$ cat src/rtl/arb_requester.sv
// arb_requester
// Client-side companion of the four-channel request/grant arbiter. Every channel
// counts incoming job pulses. While work is pending, the channel raises its
// request. Once granted, it holds the request for a fixed burst and then drops it
// for exactly one cycle. The block also watches the grant bus for illegal
// behaviour and records each kind of violation in a sticky flag.
//
// Ports
//   clock         rising-edge clock for all logic
//   reset_n       synchronous active-low reset
//   job_in[NCH]   one-cycle pulse per bit, adds one pending job to that channel
//   grant[NCH]    grant from the arbiter, indexed like req
//   clr_err       one-cycle pulse, clears every sticky error flag
//   req[NCH]      registered request to the arbiter
//   xfer[NCH]     high during the channel's data phase
//   done[NCH]     one-cycle pulse after a burst completes cleanly
//   err_timeout   sticky, per channel: request waited TIMEOUT cycles without a grant
//   err_drop      sticky, per channel: grant vanished during the data phase
//   err_spurious  sticky: grant seen on a channel that was not requesting
//   err_multi     sticky: more than one grant bit high in the same cycle
//   err_ovf       sticky: job pulse arrived while the channel counter was at QMAX
module arb_requester #(
  parameter int NCH     = 4,
  parameter int BURST   = 4,
  parameter int TIMEOUT = 15,
  parameter int QMAX    = 7
) (
  input  logic           clock,
  input  logic           reset_n,
  input  logic [NCH-1:0] job_in,
  input  logic [NCH-1:0] grant,
  input  logic           clr_err,
  output logic [NCH-1:0] req,
  output logic [NCH-1:0] xfer,
  output logic [NCH-1:0] done,
  output logic [NCH-1:0] err_timeout,
  output logic [NCH-1:0] err_drop,
  output logic           err_spurious,
  output logic           err_multi,
  output logic           err_ovf
);

  typedef enum logic [1:0] {
    ST_IDLE = 2'd0,
    ST_REQ  = 2'd1,
    ST_XFER = 2'd2,
    ST_REL  = 2'd3
  } state_t;

  localparam logic [2:0] QMAX_C    = 3'(QMAX);
  localparam logic [3:0] BURST_C   = 4'(BURST);
  // The wait counter starts at zero on REQ entry, so the TIMEOUT-th request
  // cycle is the one that sees TIMEOUT-1.
  localparam logic [7:0] TO_LAST_C = 8'(TIMEOUT - 1);

  // True when two or more bits are set. Clearing the lowest set bit still leaves
  // something behind in that case.
  function automatic logic multi_hot(input logic [NCH-1:0] v);
    logic [NCH-1:0] one;
    one = {{(NCH-1){1'b0}}, 1'b1};
    return (v & (v - one)) != {NCH{1'b0}};
  endfunction

  logic [NCH-1:0] req_s, xfer_s, done_s, to_s, drop_s, ovf_s, spur_s;

  for (genvar i = 0; i < NCH; i++) begin : g_ch
    state_t     state_r, state_s;
    logic [2:0] pend_r, pend_s;
    logic [7:0] wait_r, wait_s;
    logic [3:0] burst_r, burst_s;
    logic       accept_s, done_ev_s, to_ev_s, drop_ev_s, ovf_ev_s;

    // Channel state register and its pending/wait/burst counters
    always_ff @(posedge clock) begin
      if (!reset_n) begin
        state_r <= ST_IDLE;
        pend_r  <= 3'd0;
        wait_r  <= 8'd0;
        burst_r <= 4'd0;
      end else begin
        state_r <= state_s;
        pend_r  <= pend_s;
        wait_r  <= wait_s;
        burst_r <= burst_s;
      end
    end

    // Channel next-state, counter updates and per-cycle event detection
    always_comb begin
      state_s   = state_r;
      pend_s    = pend_r;
      wait_s    = 8'd0;
      burst_s   = burst_r;
      accept_s  = 1'b0;
      done_ev_s = 1'b0;
      to_ev_s   = 1'b0;
      drop_ev_s = 1'b0;
      ovf_ev_s  = 1'b0;
      case (state_r)
        ST_IDLE: begin
          if (pend_r != 3'd0) begin
            state_s = ST_REQ;
          end else begin
            state_s = ST_IDLE;
          end
        end
        ST_REQ: begin
          // A grant on the last allowed wait cycle is still accepted.
          if (grant[i]) begin
            accept_s = 1'b1;
            state_s  = ST_XFER;
            burst_s  = BURST_C;
          end else if (wait_r == TO_LAST_C) begin
            to_ev_s = 1'b1;
            state_s = ST_REL;
          end else begin
            wait_s = wait_r + 8'd1;
          end
        end
        ST_XFER: begin
          // A dropped grant wins, even on the final beat. The burst then
          // ends without a done pulse.
          if (!grant[i]) begin
            drop_ev_s = 1'b1;
            state_s   = ST_REL;
          end else if (burst_r == 4'd1) begin
            done_ev_s = 1'b1;
            state_s   = ST_REL;
          end else begin
            burst_s = burst_r - 4'd1;
          end
        end
        ST_REL: begin
          if (pend_r != 3'd0) begin
            state_s = ST_REQ;
          end else begin
            state_s = ST_IDLE;
          end
        end
        default: begin
          state_s = ST_IDLE;
        end
      endcase

      // A new job and an accepted grant in the same cycle cancel each other.
      if (job_in[i] && !accept_s) begin
        if (pend_r == QMAX_C) begin
          ovf_ev_s = 1'b1;
        end else begin
          pend_s = pend_r + 3'd1;
        end
      end else if (accept_s && !job_in[i]) begin
        pend_s = pend_r - 3'd1;
      end else begin
        pend_s = pend_r;
      end
    end

    assign req_s[i]  = (state_s == ST_REQ) || (state_s == ST_XFER);
    assign xfer_s[i] = (state_s == ST_XFER);
    assign done_s[i] = done_ev_s;
    assign to_s[i]   = to_ev_s;
    assign drop_s[i] = drop_ev_s;
    assign ovf_s[i]  = ovf_ev_s;
    assign spur_s[i] = grant[i] && ((state_r == ST_IDLE) || (state_r == ST_REL));
  end

  logic [NCH-1:0] req_r, xfer_r, done_r, to_err_r, drop_err_r;
  logic           spur_err_r, multi_err_r, ovf_err_r;
  logic [NCH-1:0] clr_mask_s;

  assign clr_mask_s = {NCH{clr_err}};

  // Output registers. In the sticky flags a new error overrides a clear in the same cycle.
  always_ff @(posedge clock) begin
    if (!reset_n) begin
      req_r       <= {NCH{1'b0}};
      xfer_r      <= {NCH{1'b0}};
      done_r      <= {NCH{1'b0}};
      to_err_r    <= {NCH{1'b0}};
      drop_err_r  <= {NCH{1'b0}};
      spur_err_r  <= 1'b0;
      multi_err_r <= 1'b0;
      ovf_err_r   <= 1'b0;
    end else begin
      req_r       <= req_s;
      xfer_r      <= xfer_s;
      done_r      <= done_s;
      to_err_r    <= (to_err_r & ~clr_mask_s) | to_s;
      drop_err_r  <= (drop_err_r & ~clr_mask_s) | drop_s;
      spur_err_r  <= (spur_err_r & ~clr_err) | (|spur_s);
      multi_err_r <= (multi_err_r & ~clr_err) | multi_hot(grant);
      ovf_err_r   <= (ovf_err_r & ~clr_err) | (|ovf_s);
    end
  end

  assign req          = req_r;
  assign xfer         = xfer_r;
  assign done         = done_r;
  assign err_timeout  = to_err_r;
  assign err_drop     = drop_err_r;
  assign err_spurious = spur_err_r;
  assign err_multi    = multi_err_r;
  assign err_ovf      = ovf_err_r;

endmodule

$ cat config.mk
export PLATFORM = sky130hd
export DESIGN_NAME = arb_requester
export DESIGN_NICKNAME = d
export VERILOG_FILES = /design/src/rtl/arb_requester.sv
export SDC_FILE = /design/constraint.sdc
export NUM_CORES = 1
export LEC_CHECK = 0
export BUFFER_PORTS_ARGS = -buffer_cell sky130_fd_sc_hd__buf_4
export CAP_MARGIN = 20
export CORE_UTILIZATION = 36
export CTS_CLUSTER_DIAMETER = 50
export DETAILED_ROUTE_END_ITERATION = 7
export PLACE_DENSITY = 0.61
export SLEW_MARGIN = 25
export SYNTH_ARGS = -nofsm -noshare
export SYNTH_HDL_FRONTEND = slang
export SYNTH_SLANG_ARGS = --single-unit
$ cat constraint.sdc
create_clock -name clock -period 3.4 [get_ports clock]
set_input_delay 0 -clock clock [delete_from_list [all_inputs] [get_ports clock]]
set_output_delay 0 -clock clock [all_outputs]
set_load 0.01 [all_outputs]
Word-level counts from Yosys, hierarchy flattened
Index checks and enable logic that the tools add are counted.
Widths: inputs -> output; s select.
{"block": "word_totals", "register_bits": 91, "elab_cells": 269, "input_bits": 11}
{"block": "op_classes", "n_reduce_logical": 67, "add_sub_neg": 17, "muxes": 92, "bitwise": 18, "eq_ne": 48}
{"operator": "$mux 4", "n": 12}
{"operator": "$mux 1", "n": 44}
{"operator": "$mux 3", "n": 12}
{"operator": "$add 8x1->8 const B", "n": 4}
{"operator": "$eq 8x4->1 const B", "n": 4}
{"operator": "$mux 2", "n": 16}
{"operator": "$ne 2x2->1 const B", "n": 16}
{"operator": "$pmux 4 s2", "n": 4}
{"operator": "$eq 2x2->1 const B", "n": 12}
{"operator": "$pmux 2 s3", "n": 4}
{"operator": "$reduce_or 4->1", "n": 6}
{"operator": "$sub 4x1->4 const B", "n": 5}
{"operator": "$eq 2x1->1 const B", "n": 8}
{"operator": "$eq 4x1->1 const B", "n": 4}
{"operator": "$reduce_and 4->1", "n": 4}
{"operator": "$reduce_bool 2->1", "n": 8}
{"operator": "$add 3x1->3 const B", "n": 4}
{"operator": "$and 4x4->4", "n": 3}
{"operator": "$eq 3x3->1 const B", "n": 4}
{"operator": "$logic_and 1x1->1", "n": 12}
{"operator": "$reduce_and 3->1", "n": 4}
{"operator": "$reduce_bool 3->1", "n": 4}
{"operator": "$sub 3x1->3 const B", "n": 4}
{"operator": "$logic_not 1->1", "n": 8}
{"operator": "other kinds (10)", "n": 36}

Logic depth before layout (Yosys ltp)
{"block": "logic_depth", "depth_word": 7, "depth_mapped": 9, "ltp_nobuf": 9}

Worst setup path after synthesis
Ideal clock, no wire load.
{"block": "synth_path", "path_kind": "reg2reg", "from": "register g_ch[3].state_r[1]", "to": "register g_ch[3].pend_r[2]", "setup_ns": 0.115, "required_ns": 3.285, "synth_period_minus_slack_ns": 2.070, "t_arrival_ns": 1.955, "n_path_buf": 0, "path_slack_ns": 1.330, "path_stages_with_launch": 10, "path_cell_list": "dfxtp_1 inv_1 ha_1 a21boi_0 inv_1 fa_1 nor4bb_1 a31oi_1 xnor2_1 and2_1"}
{"block": "synth_between", "elab_chain_len": 6, "elab_cells_between_ends": 9, "cone_classes": "2 x eq/ne; 2 x mux; 5 x reduce/logical"}
{"element": "from (decl)", "line": "67", "text": "state_t state_r, state_s;"}
{"element": "from (signal assigned)", "line": "81", "text": "state_r <= state_s;"}
{"element": "$eq 2x1->1 (*)", "line": "99", "text": "case (state_r)"}
{"element": "$mux 1 (*)", "line": "99"}
{"element": "$logic_not 1->1", "line": "146", "text": "if (job_in[i] && !accept_s) begin"}
{"element": "$logic_and 1x1->1", "line": "146"}
{"element": "$ne 2x2->1 (no line) / $reduce_bool 2->1 (equally long branches)"}
{"element": "$reduce_and 2->1 (no line)"}
{"element": "to (signal assigned)", "line": "82", "text": "pend_r <= pend_s;"}
{"element": "to (decl)", "line": "68", "text": "logic [2:0] pend_r, pend_s;"}
Every way passes the cells marked *; elsewhere a longest branch is shown, timed or not.
A chain may end at the register's enable or synchronous reset.

Final worst setup path
Ends and elaborated chain as after synthesis.

==> flow_summary.toml <==
[run_status]
status = "finished, final reports clean"

[sta]
totalNegativeSetupSlack_ps = 0
period_needed_ps = 2330
setup_ws_ps = 1070
fmax_mhz = 430
tightest_slew_ps = 562
setup_viol = 0
slew_viol_final = 0
max_slew_margin_pct = 62.1
fin_worst_skew_ps = 8.45
rsz0062_at_grt = "false"
finalHoldViolCount = 0
fin_crit_sh_pct = 68.4

[critical_path]
cpPeakStageDelay_ps = 400
cp.arrival_ps = 2560
critical_path.startpoint_type = "flop"
worst-setup-path-type = "flop to flop"
path_delay_family = "adder cells"
cp_max_fo = 7
cp_common_cell = "inv_1"
cp_cell_sequence = "inv_1, ha_1, a21boi_0, inv_1, fa_1, nor4bb_1, a31oi_1, xnor2_1, and2_1"
cp.required_ps = 3630
critPathSlowestCell = "fa_1"
critPathBufInv = 2
endpoint_kind = "flop"

[cts]
post_cts_buffers = 0
cts.sinks = 91
htreeDepth = 3
numCtsBuffers = 9
postCtsHoldBufs = 0
cts_tree = "yes"
path_clk_slew_ps = 60
insertion_delay_ps = 340
clk_path_buf_depth = 2
cts_resized = 0
cts_root_buf = "clkbuf_16"

[flow_run]
maxCapViolCount = 0

[pwr]
power_leakage_uw = 0.00202
peakVddDrop_mv = 0.285
powerDensity_nw_per_um2 = 676

[yosys]
synth_edf_count = 0
synth_fa_ha_area_share_pct = 11.0
synth.area.top_cells = "dfxtp_1 41%, ha_1 9.0%, xor2_1 4.5%, and2_1 3.6%, nor2_1 3.6%"
synth_top_area_cell = "dfxtp_1"
synthArstFlopShare_pct = 0
ys_types = 49
ys_warn_count = 0
ys_seq_area_share_pct = 40.8
postSynthNetCount = 527
synth_top_family_by_area = "simple AND/OR/NAND/NOR gates"
ys_ff_latch = 91
syn_area_sq_um = 4470
synth_top_area_share_pct = 40.8
syn_area_per_cell_sq_um = 9.31
synth_xor_area_share_pct = 7.44
synthSimpleGateAreaFrac_pct = 24.8
synth_compound_area_share_pct = 10.8
synthMuxAreaShare_pct = 1.15
synthFlopType = "dfxtp_1"
synth_cells = 480

[detailed_routing]
wl_mm = 8.64
antenna_left = 0
drt_iter0_drc = 113
vias_per_cell = 4.94
drtPass1Iterations = 4
wl_per_cell_um = 12.7
drc_errors = 0
route.vias.total = 3367

[placed_design]
post-place-ws_ps = 1120
gp_congestion = 0.778
dp_hpwl_mm = 6.16
place_area_sq_um = 4870
io_buffers = 33

[cells_and_area]
filler_cell_count = 1177
final_cell_mix = "91 x dfxtp_1, 43 x nor2_1, 33 x buf_4"
drive_above_1_share_pct = 10.5
layout_commonest_cell = "dfxtp_1"
syn_to_final_growth_pct = 15.4
layout.nets = 556
design_area_sq_um = 5160
antenna_cells = 0

[global_routing]
antenna_found_initial = 0
track_usage_pct = 14.6
grt.overflow.total = 0
grt_pass1_wl_mm = 15.0
grt_pass1_vias = 3304
grt_max_degree = 65

[min_path]
min_path_type = "primary input to flop"

[floorplanning]
io_pins = 34
floorplan.rows = 40
die-area_sq_um = 12900
core_area_sq_um = 12100
dieHeight_um = 113
die_x_um = 113
initial_core_util_pct = 37.1
-- Yosys cell counts (5+ instances only) --
master    instances
xor2_1           23
ha_1             32
nor3_1           12
nand3_1          11
a21oi_1           6
clkbuf_1         12
dfxtp_1          91
nor3b_1          16
nor2_1           43
a22oi_1           5
o21a_1            8
and2_1           26
inv_1            31
and3_1           11
a31oi_1           7
a21boi_0          7
or3_1             5
nand2_1          16
nand4_1          12
xnor2_1          15
o21ai_0          18
nor2b_1          17
-- worst reg2reg max path, delay by kind of cell, from the launching register on --
kind                     cells  cell delay (ps)
adder cells (fa/ha/maj)      2              660
flip-flops                   1              360
AND/OR/NAND/NOR              2              430
XOR/XNOR                     1              140
buffers and inverters        2              200
AO/OA/AOI/OAI                2              420
-- power by group --
group	leakage, uW	internal, uW	switching [uW]	total (uW)
Clock	0.000142	585	402	987
Combinational	0.00114	529	559	1090
Sequential	0.000740	1250	160	1410
-- worst paths after layout --
kind / start / to / slack [ps] / depth (start not counted)
max: g_ch[3].state_r[1] / g_ch[3].pend_r[2] / 1070 / 9
min: grant[2] / done[2] / 30 / 2
max reg2reg: g_ch[3].state_r[1] / g_ch[3].pend_r[2] / 1070 / 9
min reg2reg: g_ch[0].wait_r[0] / g_ch[0].wait_r[0] / 470 / 1
-- metal layers --
layer  part of all wire (%)  vias to the layer above  track usage (%)
li1                       -                     1715                -
met1                     47                     1596             18.0
met2                     47                       44             24.5
met3                    3.1                       12             2.50
met4                    2.3                        0             7.89
met5                      0                        -                0
-- per-stage QoR --
step           total power (uW)  utilization [%]  cells  hold WS, ps
2_1_floorplan              2220                -    480          218
3_3_place_gp               2480             40.3    666          377
3_5_place_dp               2520             40.3    666          380
4_1_cts                    3520             42.8    681         22.9
5_1_grt                    3750             42.8    681         30.5
6_report                   3490             42.8    681         26.7
-- final cells by class --
class                      instances  area (sq um)  area share, %
clock inverter                     4          51.3          0.994
inverter                          32           120           2.33
sequential                        91          1820           35.3
multi-input combinational        342          2470           47.8
tap                              168           210           4.07
clock buffer                      11           243           4.70
timing repair buffer              33           248           4.80
-- flip-flops by register name (all words and copies together), names as in the netlist --
register	cells
done	4
err_drop	4
err_multi	1
err_ovf	1
err_spurious	1
err_timeout	4
g_ch.burst_r	16
g_ch.pend_r	12
g_ch.state_r	8
g_ch.wait_r	32
req	4
xfer	4
-- kinds of logic after synthesis --
family | count (synthesis)
AOI/OAI and AO/OA | 71
adders and majority gates | 37
xor gates and xnor gates | 38
muxes | 5
and+or+nand+nor | 191
buffers and inverters | 47
DFF | 91
No activity file was read; power rests on OpenSTA's default activity.
